File: src/rtl/race_sequencer.sv
// Game flow sequencer for epic_racer: IDLE -> COUNTDOWN -> RACE (<-> CRASH) -> FINISH.
// Drives layer visibility, gates car movement and keeps lap / race-time counters for the HUD.
module race_sequencer #(
  parameter int COUNT_FRAMES = 60,
  parameter int CRASH_FRAMES = 90,
  parameter int LAPS         = 3,
  parameter int TIME_W       = 16
) (
  input  logic              pclk,
  input  logic              rst,
  input  logic              vblnk,
  input  logic [3:0]        key,
  input  logic              lap_pulse,
  input  logic              crash,
  output logic              bg_visible,
  output logic              track_visible,
  output logic              player_visible,
  output logic              car_en,
  output logic [1:0]        countdown,
  output logic [2:0]        lap_cnt,
  output logic [TIME_W-1:0] frame_time,
  output logic [2:0]        state
);

  localparam int CW = $clog2(COUNT_FRAMES + 1);
  localparam int RW = $clog2(CRASH_FRAMES + 1);
  localparam logic [CW-1:0] STEP_LAST  = CW'(COUNT_FRAMES - 1);
  localparam logic [RW-1:0] CRASH_LAST = RW'(CRASH_FRAMES - 1);
  localparam logic [2:0]    LAP_TGT    = 3'(LAPS);

  typedef enum logic [2:0] {
    S_IDLE   = 3'd0,
    S_COUNT  = 3'd1,
    S_RACE   = 3'd2,
    S_CRASH  = 3'd3,
    S_FINISH = 3'd4
  } state_t;

  state_t              state_q, state_d;
  logic [CW-1:0]       step_q, step_d;
  logic [RW-1:0]       crash_cnt_q, crash_cnt_d;
  logic [1:0]          cd_q, cd_d;
  logic [2:0]          lap_q, lap_d;
  logic [TIME_W-1:0]   ft_q, ft_d;
  logic                vblnk_dly_q, key_dly_q;
  logic                bg_q, vis_q, car_en_q;
  logic                tick, press;

  function automatic logic [TIME_W-1:0] sat_inc(input logic [TIME_W-1:0] v);
    return (v == '1) ? v : v + TIME_W'(1);
  endfunction

  // Delay registers reset high so a level already present at reset is not an edge.
  assign tick  = vblnk & ~vblnk_dly_q;
  assign press = (|key) & ~key_dly_q;

  always_comb begin
    state_d     = state_q;
    step_d      = step_q;
    crash_cnt_d = crash_cnt_q;
    cd_d        = cd_q;
    lap_d       = lap_q;
    ft_d        = ft_q;
    case (state_q)
      S_IDLE: if (press) begin
        state_d = S_COUNT;
        cd_d    = 2'd3;
        step_d  = '0;
        lap_d   = '0;
        ft_d    = '0;
      end
      S_COUNT: if (tick) begin
        if (step_q == STEP_LAST) begin
          step_d = '0;
          cd_d   = cd_q - 2'd1;
          if (cd_q == 2'd1) state_d = S_RACE;
        end else begin
          step_d = step_q + CW'(1);
        end
      end
      S_RACE: begin
        if (tick) ft_d = sat_inc(ft_q);
        // A lap completion outranks a simultaneous crash so the finish is never lost.
        if (lap_pulse) begin
          lap_d = lap_q + 3'd1;
          if (lap_q + 3'd1 == LAP_TGT) state_d = S_FINISH;
        end else if (crash) begin
          state_d     = S_CRASH;
          crash_cnt_d = '0;
        end
      end
      S_CRASH: if (tick) begin
        ft_d = sat_inc(ft_q);
        if (crash_cnt_q == CRASH_LAST) begin
          crash_cnt_d = '0;
          state_d     = S_RACE;
        end else begin
          crash_cnt_d = crash_cnt_q + RW'(1);
        end
      end
      S_FINISH: if (press) begin
        state_d     = S_IDLE;
        cd_d        = 2'd3;
        step_d      = '0;
        crash_cnt_d = '0;
        lap_d       = '0;
        ft_d        = '0;
      end
      default: state_d = S_IDLE;
    endcase
  end

  always_ff @(posedge pclk or posedge rst) begin
    if (rst) begin
      state_q     <= S_IDLE;
      step_q      <= '0;
      crash_cnt_q <= '0;
      cd_q        <= 2'd3;
      lap_q       <= '0;
      ft_q        <= '0;
      vblnk_dly_q <= 1'b1;
      key_dly_q   <= 1'b1;
      bg_q        <= 1'b1;
      vis_q       <= 1'b0;
      car_en_q    <= 1'b0;
    end else begin
      state_q     <= state_d;
      step_q      <= step_d;
      crash_cnt_q <= crash_cnt_d;
      cd_q        <= cd_d;
      lap_q       <= lap_d;
      ft_q        <= ft_d;
      vblnk_dly_q <= vblnk;
      key_dly_q   <= |key;
      bg_q        <= 1'b1;
      vis_q       <= (state_d != S_IDLE);
      car_en_q    <= (state_d == S_RACE);
    end
  end

  assign bg_visible     = bg_q;
  assign track_visible  = vis_q;
  assign player_visible = vis_q;
  assign car_en         = car_en_q;
  assign countdown      = cd_q;
  assign lap_cnt        = lap_q;
  assign frame_time     = ft_q;
  assign state          = state_q;

endmodule

File: config.mk
export PLATFORM = sky130hd
export DESIGN_NAME = race_sequencer
export DESIGN_NICKNAME = d
export VERILOG_FILES = /design/src/rtl/race_sequencer.sv
export SDC_FILE = /design/constraint.sdc
export NUM_CORES = 1
export LEC_CHECK = 0
export CAP_MARGIN = 0
export CORE_UTILIZATION = 30
export DETAILED_ROUTE_END_ITERATION = 10
export PLACE_DENSITY = 0.53
export SLEW_MARGIN = 20
export SYNTH_ARGS = -nofsm -noshare
export SYNTH_HDL_FRONTEND = slang
export SYNTH_SLANG_ARGS = --single-unit
File: constraint.sdc
create_clock -name pclk -period 2.08 [get_ports pclk]
set_clock_uncertainty 0.1 [all_clocks]
set_input_delay 0.208 -clock pclk [delete_from_list [all_inputs] [get_ports pclk]]
set_output_delay 0.208 -clock pclk [all_outputs]
set_load 0.005 [all_outputs]
==> flow_summary.toml <==
[status]
status = "complete, no violations"

[worst_setup_path]
timing.rr.end = "frame_time[12]"
critPathKind = "register to register"
cp.required_ps = 2170
worstReg2RegStart = "frame_time[0]"
cp.arrival_ps = 2020
critical_path.endpoint_type = "register"
critPathLaunchType = "register"
crit_start = "frame_time[0]"
cp_max_fo = 6
r2r_setup_slack_ps = 150
crit_path_end = "frame_time[12]"
reg2regPathDepth = 7

[timing]
rsz0062_at_grt = "false"
setup-tns-final_ps = 0
slew_viol_final = 0
slew_headroom = 0.633
post-route-min-period_ps = 1930
tightest_slew_ps = 551
fmax_mhz = 517
whs_ps = 251
hold_viol = 0
fin_crit_sh = 0.930
final-setup-viol-count = 0

[clock_network]
h-tree-depth = 2
cts.sinks = 41
cts-root-buf = "clkbuf_8"
clk_latency_ps = 300
clk_pin_slew_ps = 80
cts_buffer_depth = 2
cts_buffers = 5
cts_tree = "built"

[drt]
dr.pass1.iters = 4
wire_per_inst_um = 13.7
ant_nets = 0
drc_errors = 0
vias_per_cell = 5.01
via_count = 2015
wirelength_mm = 5.50
drtIter0Drc = 102

[synthesis]
yosys.area_share.simple = 0.277
yosysMostFrequentCell = "dfrtp_1"
synth_xor_area_frac = 0.0306
synth.distinct_cells = 58
synth_edf_count = 0
ys.flop_type = "dfrtp_1"
synth_top_family_by_area = "simple AND/OR/NAND/NOR gates"
avgSynthCellArea_um2 = 9.58
synth.top_cell.area_share = 0.404
ys_seq_area_frac = 0.450
synth_top_area_cell = "dfrtp_1"
ys_ff_latch = 41
syn_inst = 239
async_reset_ff_frac = 1.00
synth_nets = 255
synthAdderAreaFrac = 0.0383
ys_top_cells_by_count = "37 x dfrtp_1, 24 x nor2_1, 21 x o21ai_0, 20 x nand2_1, 10 x nand3_1"
syn_area_mm2 = 0.00229
synthMuxAreaShare = 0.0186
synth_compound_area_frac = 0.150
ys_top_cells_by_area = "dfrtp_1 40%, dfstp_2 4.6%, o21ai_0 4.6%"
yosysWarnings = 0

[floorplanning]
floorplan.die.width_um = 89.4
coreArea_mm2 = 0.00733
rows = 31
dieArea_mm2 = 0.00799
io_pins = 37
initial_core_util = 0.312
chipHeight_um = 89.4

[global_routing]
grt_antenna_before_repair = 0
track_usage = 0.150
grt_max_degree = 42
grt_pass1_wl_mm = 9.03
grt_pass1_vias = 1864
overflow = 0

[pwr]
p_sw_frac = 0.279
p_comb_frac = 0.222
p_leak_uw = 0.00125
switchingPower_uw = 538
seq_power_share = 0.491
p_clk_frac = 0.287
powerDensity_mw_per_mm2 = 635
power.internal_uw = 1390
peakVddDrop_v = 0.000215

[place]
portBuffers = 35
place_congestion = 0.765
hpwl_mm = 4.02

[cells_and_area]
areaGrowthSynthToFinish_pct = 32.6
nNetsFinal = 318
antennaDiodeCount = 0
drive_above_1_share = 0.168

[run]
cap_violations = 0

[min_path]
hold_path.class = "input port to asynchronous set/reset pin"
-- routing by layer --
layer / track usage / part of all wire / vias up
met5: 0 / 0 / -
met3: 0.0323 / 0.033 / 9
met4: 0.0519 / 0.018 / 0
met1: 0.202 / 0.48 / 974
met2: 0.238 / 0.47 / 37
li1: - / - / 995
-- worst max-delay path, stage by stage (launching register included) --
cell and delay (ps):
dfrtp_1 390, ha_1 220, and4_1 200, nor4b_2 160, buf_4 160, nor4_2 280
o221ai_1 180, o21a_1 130
-- power by group through the flow --
stage / clock network, µW / logic, µW / registers [µW]
3_3_place_gp: 0 / 428 / 961
5_1_grt: 613 / 486 / 960
3_5_place_dp: 0 / 433 / 961
4_1_cts: 578 / 433 / 947
2_1_floorplan: 0 / 169 / 980
6_report: 553 / 429 / 947
-- per-stage QoR --
stage / instances / setup WS, ps / utilization / cell area (µm²) / total power (µW)
detailed placement: 393 / -14.2 / 0.400 / 2930 / 1390
CTS: 401 / 63.5 / 0.412 / 3020 / 1960
finish: 402 / 146 / 0.414 / 3040 / 1930
global route: 402 / 9.96 / 0.414 / 3040 / 2060
global placement: 393 / 11.5 / 0.400 / 2930 / 1390
floorplan: 239 / 173 / - / 2290 / 1150
-- cell usage in the layout (no fill, tap or decap), drive strengths merged, types with 6 or more instances in the layout --
cell / netlist / layout
nand3b: 6 / 6
inv: 7 / 7
clkdlybuf4s50: 0 / 35
nand2b: 7 / 7
nor3: 8 / 8
buf: 6 / 30
nand3: 10 / 10
o21ai: 21 / 21
ha: 7 / 7
nand2: 20 / 20
dfrtp: 37 / 37
clkbuf: 3 / 8
xnor2: 8 / 8
nor2: 24 / 24
-- worst min-delay path by stage --
| stage | slack (ps) | cells after the start | startpoint | endpoint |
|---|---|---|---|---|
| 6_report | 250 | 3 | rst | frame_time[13] |
| 5_1_grt | 310 | 3 | rst | lap_cnt[2] |
| 2_1_floorplan | 110 | 0 | vblnk | vblnk_dly_q |
| 3_5_place_dp | 370 | 1 | crash_cnt_q[6] | crash_cnt_q[6] |
| 3_3_place_gp | 370 | 1 | crash_cnt_q[6] | crash_cnt_q[6] |
| 4_1_cts | 270 | 3 | rst | frame_time[5] |
-- area by class of cell --
type	instances	area (µm²)
fill	729	4300
multi-input combinational	182	1190
sequential	41	1030
timing repair buffer	65	576
tap	99	124
clock buffer	8	90.1
inverter	7	26.3
-- sequential cells by signal, summed over array words and instances (netlist names), 2 cells and up --
signal / cells
frame_time: 16
crash_cnt_q: 7
countdown: 2
lap_cnt: 3
step_q: 6
state: 3
-- repair_timing --
| item | 4_1_cts | 5_1_grt |
|---|---|---|
| setup buffers | 0 | 1 |
| hold buffers | 0 | 0 |
| setup endpoints to repair | 0 | 4 |
| gates resized for setup | 0 | 2 |
-- cells by family after synthesis --
group	Yosys count
simple gates	111
compound gates	51
flops	41
buf+inv	16
xor+xnor	8
fa+ha+maj	7
mux	4
other cells	1
Power figures use the tool's default switching activity.
